File: src/rtl/scan_pkg.sv
// Shared types and polarity helpers for the multiplexed digit scanner.
package scan_pkg;

  // Widest select/segment bus the helpers can produce; callers cast down to their width.
  localparam int unsigned MAX_W = 32;
  localparam int unsigned IDX_ARG_W = 5;

  typedef enum logic [1:0] {
    S_IDLE  = 2'd0,
    S_BLANK = 2'd1,
    S_DRIVE = 2'd2
  } scan_state_e;

  // All-deasserted select pattern for the given polarity.
  function automatic logic [MAX_W-1:0] sel_off(input logic active_low);
    return {MAX_W{active_low}};
  endfunction

  // All-segments-off pattern for the given polarity.
  function automatic logic [MAX_W-1:0] seg_off(input logic active_low);
    return {MAX_W{active_low}};
  endfunction

  // Single asserted select at position idx, everything else deasserted.
  function automatic logic [MAX_W-1:0] onehot_sel(input logic [IDX_ARG_W-1:0] idx,
                                                   input logic active_low);
    logic [MAX_W-1:0] oh;
    oh = MAX_W'(1) << idx;
    return active_low ? ~oh : oh;
  endfunction

endpackage

File: src/rtl/scan_dwell_timer.sv
// Dwell-slot counter: counts 0..DWELL-1 and flags the last blank clock and the last slot clock.
module scan_dwell_timer #(
  parameter int unsigned DWELL = 55,
  parameter int unsigned BLANK = 2,
  parameter int unsigned CNT_W = $clog2(DWELL)
) (
  input  logic CLK,
  input  logic RST,
  input  logic clr,
  input  logic inc,
  output logic blank_last_c,
  output logic dwell_last_c
);

  logic [CNT_W-1:0] cnt_q;

  // Full-width terminal compares so a non-power-of-two DWELL never aliases.
  assign blank_last_c = (BLANK != 0) && (cnt_q == CNT_W'(BLANK - 1));
  assign dwell_last_c = (cnt_q == CNT_W'(DWELL - 1));

  // Counter register: cleared on reset/clr, wraps at the end of each slot.
  always_ff @(posedge CLK) begin
    if (RST) begin
      cnt_q <= '0;
    end else if (clr) begin
      cnt_q <= '0;
    end else if (inc) begin
      cnt_q <= dwell_last_c ? '0 : cnt_q + CNT_W'(1);
    end
  end

endmodule

File: src/rtl/digit_scan_ctrl.sv
// Multiplexed 7-segment scanner: one select per dwell slot, each slot led by an all-off blank gap.
// Optional feature macro: DIGIT_SCAN_DIM_EN adds a Bright[3:0] input gating the select with a 16-step PWM.
module digit_scan_ctrl
  import scan_pkg::*;
#(
  parameter int unsigned DIGITS         = 6,
  parameter int unsigned DWELL          = 55,
  parameter int unsigned BLANK          = 2,
  parameter int unsigned SEG_W          = 8,
  parameter bit          SEL_ACTIVE_LOW = 1'b1,
  parameter bit          SEG_ACTIVE_LOW = 1'b1
) (
  input  logic                      CLK,
  input  logic                      RST,
  input  logic                      En,
`ifdef DIGIT_SCAN_DIM_EN
  input  logic [3:0]                Bright,
`endif
  input  logic [DIGITS-1:0]         Blank_Mask,
  input  logic [DIGITS*SEG_W-1:0]   Digit_Data,
  output logic [DIGITS-1:0]         Column_Scan_Sig,
  output logic [SEG_W-1:0]          Row_Scan_Sig,
  output logic [$clog2(DIGITS)-1:0] Digit_Idx,
  output logic                      Frame_Tick
);

  localparam int unsigned IDX_W = $clog2(DIGITS);
  localparam int unsigned CNT_W = $clog2(DWELL);
  localparam logic [DIGITS-1:0] SEL_OFF  = DIGITS'(sel_off(SEL_ACTIVE_LOW));
  localparam logic [SEG_W-1:0]  SEG_OFF  = SEG_W'(seg_off(SEG_ACTIVE_LOW));
  localparam logic [IDX_W-1:0]  LAST_IDX = IDX_W'(DIGITS - 1);
  localparam scan_state_e       SLOT_START = (BLANK == 0) ? S_DRIVE : S_BLANK;

  scan_state_e       state_q, state_d;
  logic [IDX_W-1:0]  idx_q, idx_d;
  logic [DIGITS-1:0] col_q, col_d;
  logic [SEG_W-1:0]  row_q, row_d;
  logic              tick_q, tick_d;
  logic              tmr_clr, tmr_inc;
  logic              blank_last_c, dwell_last_c;
  logic              drive_on;
  logic              dim_ok_c;

  scan_dwell_timer #(
    .DWELL (DWELL),
    .BLANK (BLANK),
    .CNT_W (CNT_W)
  ) u_timer (
    .CLK          (CLK),
    .RST          (RST),
    .clr          (tmr_clr),
    .inc          (tmr_inc),
    .blank_last_c (blank_last_c),
    .dwell_last_c (dwell_last_c)
  );

`ifdef DIGIT_SCAN_DIM_EN
  logic [3:0] pwm_q;

  // Free-running brightness PWM phase, independent of slot timing.
  always_ff @(posedge CLK) begin
    if (RST) begin
      pwm_q <= 4'd0;
    end else begin
      pwm_q <= pwm_q + 4'd1;
    end
  end

  assign dim_ok_c = (Bright == 4'hF) || (pwm_q < Bright);
`else
  assign dim_ok_c = 1'b1;
`endif

  // Next-state, slot index, frame tick and next output values.
  always_comb begin
    state_d  = state_q;
    idx_d    = idx_q;
    tick_d   = 1'b0;
    tmr_clr  = 1'b0;
    tmr_inc  = 1'b0;
    col_d    = SEL_OFF;
    row_d    = SEG_OFF;
    drive_on = 1'b0;

    unique case (state_q)
      S_IDLE: begin
        tmr_clr = 1'b1;
        if (En) begin
          state_d = SLOT_START;
          idx_d   = '0;
        end
      end
      S_BLANK: begin
        if (!En) begin
          state_d = S_IDLE;
          idx_d   = '0;
          tmr_clr = 1'b1;
        end else begin
          tmr_inc = 1'b1;
          if (blank_last_c) begin
            state_d = S_DRIVE;
          end
        end
      end
      S_DRIVE: begin
        if (!En) begin
          state_d = S_IDLE;
          idx_d   = '0;
          tmr_clr = 1'b1;
        end else begin
          tmr_inc = 1'b1;
          if (dwell_last_c) begin
            state_d = SLOT_START;
            if (idx_q == LAST_IDX) begin
              idx_d  = '0;
              tick_d = 1'b1;
            end else begin
              idx_d = idx_q + IDX_W'(1);
            end
          end
        end
      end
      default: begin
        state_d = S_IDLE;
        idx_d   = '0;
        tmr_clr = 1'b1;
      end
    endcase

    // Outputs follow the upcoming state so select and index change on the same edge.
    drive_on = (state_d == S_DRIVE) && !Blank_Mask[idx_d];
    if (drive_on) begin
      row_d = Digit_Data[32'(idx_d) * SEG_W +: SEG_W];
      if (dim_ok_c) begin
        col_d = DIGITS'(onehot_sel(IDX_ARG_W'(idx_d), SEL_ACTIVE_LOW));
      end
    end
  end

  // State, index and output registers; reset overrides enable.
  always_ff @(posedge CLK) begin
    if (RST) begin
      state_q <= S_IDLE;
      idx_q   <= '0;
      col_q   <= SEL_OFF;
      row_q   <= SEG_OFF;
      tick_q  <= 1'b0;
    end else begin
      state_q <= state_d;
      idx_q   <= idx_d;
      col_q   <= col_d;
      row_q   <= row_d;
      tick_q  <= tick_d;
    end
  end

  assign Column_Scan_Sig = col_q;
  assign Row_Scan_Sig    = row_q;
  assign Digit_Idx       = idx_q;
  assign Frame_Tick      = tick_q;

endmodule
File: config.mk
export PLATFORM = sky130hd
export DESIGN_NAME = digit_scan_ctrl
export DESIGN_NICKNAME = d
export VERILOG_FILES = /design/src/rtl/scan_pkg.sv /design/src/rtl/scan_dwell_timer.sv /design/src/rtl/digit_scan_ctrl.sv
export SDC_FILE = /design/constraint.sdc
export NUM_CORES = 1
export LEC_CHECK = 0
export ABC_AREA = 1
export BUFFER_PORTS_ARGS = -buffer_cell sky130_fd_sc_hd__buf_2
export CORE_MARGIN = 3
export CORE_UTILIZATION = 48
export DETAILED_ROUTE_END_ITERATION = 7
export PLACE_DENSITY = 0.8
export SYNTH_ARGS = -nofsm -noshare
export SYNTH_HDL_FRONTEND = slang
export SYNTH_SLANG_ARGS = --single-unit
File: constraint.sdc
create_clock -name CLK -period 2.25 [get_ports CLK]
set_input_delay 0.225 -clock CLK [delete_from_list [all_inputs] [get_ports CLK]]
set_output_delay 0.225 -clock CLK [all_outputs]
set_load 0.01 [all_outputs]
==> key figures <==
Logic synthesis
  • Avg Inst Size Synth: 6.345 µm²
  • Count leader, synth: nand2_1
  • Yosys top cell area share: approximately 29%
  • Top cells by count, synth: 98 x nand2_1, 48 x nand3_1, 26 x dfxtp_1, 23 x inv_1, 19 x nor2_1
  • Async SR Flop Fraction: 0%
  • Top post-synthesis cells by area: dfxtp_1 29%, nand2_1 21%, nand3_1 13%, ha_1 4.9%, inv_1 4.8%
  • Syn Nets: 345
  • Post-Synthesis Cells: 281
  • Post-synthesis sequential area ratio: 29.19%
  • Synth Warn #: 0
  • Count of cell types in the netlist: 31
  • Most common flop cell mapped by yosys: dfxtp_1
  • Yosys top cell by area: dfxtp_1
  • EDFF count, synth: 0
  • #FFs+latches synth: 26
  • Synth Cell Area: 1783 µm²

STA
  • Fin crit share: 93.32%
  • Rel. slew slack: 78.58%
  • Worst Skew: approximately 0.010 ns
  • Post-route minimum period: 2.100 ns
  • Max Clk Rate: 0.4763 GHz
  • Fin Hold WS: 0.2056 ns
  • Final slew viol count: 0
  • Final setup fails: 0
  • Final hold vios: 0
  • Final worst slack: 0.1503 ns
  • Worst-Margin Slew: 0.3210 ns
  • Final setup TNS: 0 ns

Clocking
  • Number of buffers created by CTS: 3
  • Skew-Pair Late Insertion Delay: 0.28 ns
  • Longest Clk Path Bufs: 2
  • Hold bufs inserted after CTS: 0
  • H-Tree Depth: 1
  • Reg clk slew, reported paths: ~0.1 ns
  • Clock Sinks: 26
  • Root Driver: clkbuf_8
  • CTS tree: built

Critical path
  • Worst Setup End Kind: register
  • Crit Path Category: register to register
  • Worst reg2reg path depth: 14
  • Maximum fanout along the worst path: 13
  • Worst setup SP type: register
  • RR Startpoint: u_timer.cnt_q[0]
  • Reg-to-reg slack, setup: 0.15 ns
  • Critical Path RT: 2.43 ns
  • Arrival time worst endpoint: 2.28 ns
  • Worst R2R End: Row_Scan_Sig[5]

Route
  • Initial DRT Pass Iterations: 4
  • Vias/cell: 5.034
  • WL final: 5010 µm
  • Number of DRC markers after the initial detailed-route iteration: 197
  • Drt wl/cell: 12.16 µm
  • Antenna viol nets, final: 0
  • Vias after detailed routing: ~2100
  • DRC viols: 0

Global routing
  • Antenna violations before repair: 0
  • Largest net degree at the start of global routing: 17
  • Vias in the first global route: ~1700
  • Gr ovfl total: 0
  • First-pass GRT wire length: 7445 µm
  • Global-route usage over all layers: roughly a fifth

Worst hold path
  • Hold Path Depth: 2
  • Hold_sp: RST
  • WHS Endpoint: Digit_Idx[0]
  • Worst Hold Class: primary input to register

Placement
  • Port Buf Inserts: 74
  • Post-place instance area: 2206 µm²
  • Dpl cells: 398
  • Worst slack, placed: 0.1221 ns
  • Dpl hpwl: 3637 µm
  • Gpl congestion: 0.9151

Layout
  • Fraction of layout cells with a size suffix above 1: roughly a third
  • Final Instance Area: 2402 µm²
  • Non-filler cells, final: 412
  • Ant. Diodes: 0
  • Final core occ: roughly 69%
  • NumNets Final: 431
  • Area growth from synthesis to layout: 34.74%

Pwr
  • Worst vdd ir: 0.2959 mV
  • Pwr Density: slightly above 400 nW/µm²
  • P_leak: 1.231 nW
  • Total power draw: 976.2 µW

Floorplan
  • Initial Util: 51.41%
  • IO Pins: 75
  • Rows: 21
  • CORE AREA: 3468 µm²
  • Die Span Y: 66.95 µm
  • DIE WIDTH: 66.95 µm
  • Area of the die: approximately 4500 µm²

Outcome
  • Status: completed

Run
  • Max Cap Viol: 0
-- registers in the layout, indices dropped and copies added, names as in the netlist --
name	count
Column_Scan_Sig	6
Digit_Idx	3
Frame_Tick	1
Row_Scan_Sig	8
state_q	2
u_timer.cnt_q	6
-- worst max-delay path by stage --
| stage | end | startpoint | cells past startpoint |
|---|---|---|---|
| 2_1_floorplan | Row_Scan_Sig[6] | state_q[0] | 15 |
| 3_3_place_gp | Row_Scan_Sig[4] | state_q[0] | 15 |
| 3_5_place_dp | Row_Scan_Sig[4] | u_timer.cnt_q[0] | 16 |
| 4_1_cts | Row_Scan_Sig[4] | u_timer.cnt_q[0] | 16 |
| 5_1_grt | Row_Scan_Sig[2] | u_timer.cnt_q[0] | 14 |
| 6_report | Row_Scan_Sig[5] | u_timer.cnt_q[0] | 14 |
-- repair_timing --
action	in CTS	in global routing
resized for setup	0	11
setup endpoints to repair	0	14
setup buffers	0	10
-- cell families after synthesis --
group	share of synthesized area, %
compound gates	6.246
xor+xnor	0.4913
simple gates	49.40
flops	29.19
fa+ha+maj	4.912
buf+inv	9.753
-- cells in the final DEF (no fill, tap or decap), types with 2 or more instances in the layout --
master	instances
a21oi_1	6
a21oi_2	3
nand2_1	98
buf_4	19
inv_1	22
nor2_4	2
nand2_4	2
ha_1	6
dfxtp_1	26
buf_2	74
nor2_1	19
nor3_1	6
nand3_1	47
nand4_1	5
clkbuf_8	3
nand3_2	3
nand2_2	3
o21ai_0	3
inv_2	2
-- metal layers --
layer | share of wire (%) | global-route usage (%) | vias up
met5 | 0 | 0 | -
met4 | 0.80 | 4.557 | 0
met3 | 7.5 | 1.686 | 4
met2 | 48 | 34.28 | 76
met1 | 44 | 30.64 | 921
li1 | - | - | 1073
-- critical path: stages (launching register included) --
cell        delay (ns)
dfxtp_1           0.36
inv_1             0.07
ha_1              0.16
nand3_2           0.13
o21ai_2           0.21
nand3_1           0.12
nand2_1           0.09
nand2_2           0.09
nand2_8           0.09
clkinvlp_4        0.15
buf_4             0.21
nand3_1           0.09
nand2_1           0.07
a21oi_2           0.12
nand2_1           0.06
-- power breakdown --
group / switching, mW / total, mW / internal (mW)
clock: 0.160 / 0.398 / 0.238
sequential: 0.00333 / 0.466 / 0.462
combinational: 0.0573 / 0.113 / 0.0553
total: 0.220 / 0.976 / 0.756
-- cell type report --
cell class / count / area (µm²)
fillers: 298 / 1066
repair buffers: 94 / 524.3
multi-input cells: 217 / 1131
inverters: 25 / 97.59
clock buffers: 3 / 41.29
clock inverters: 1 / 30.03
well taps: 46 / 57.56
flip-flops and latches: 26 / 520.5
Note: power is estimated with default switching activity, not from simulation.
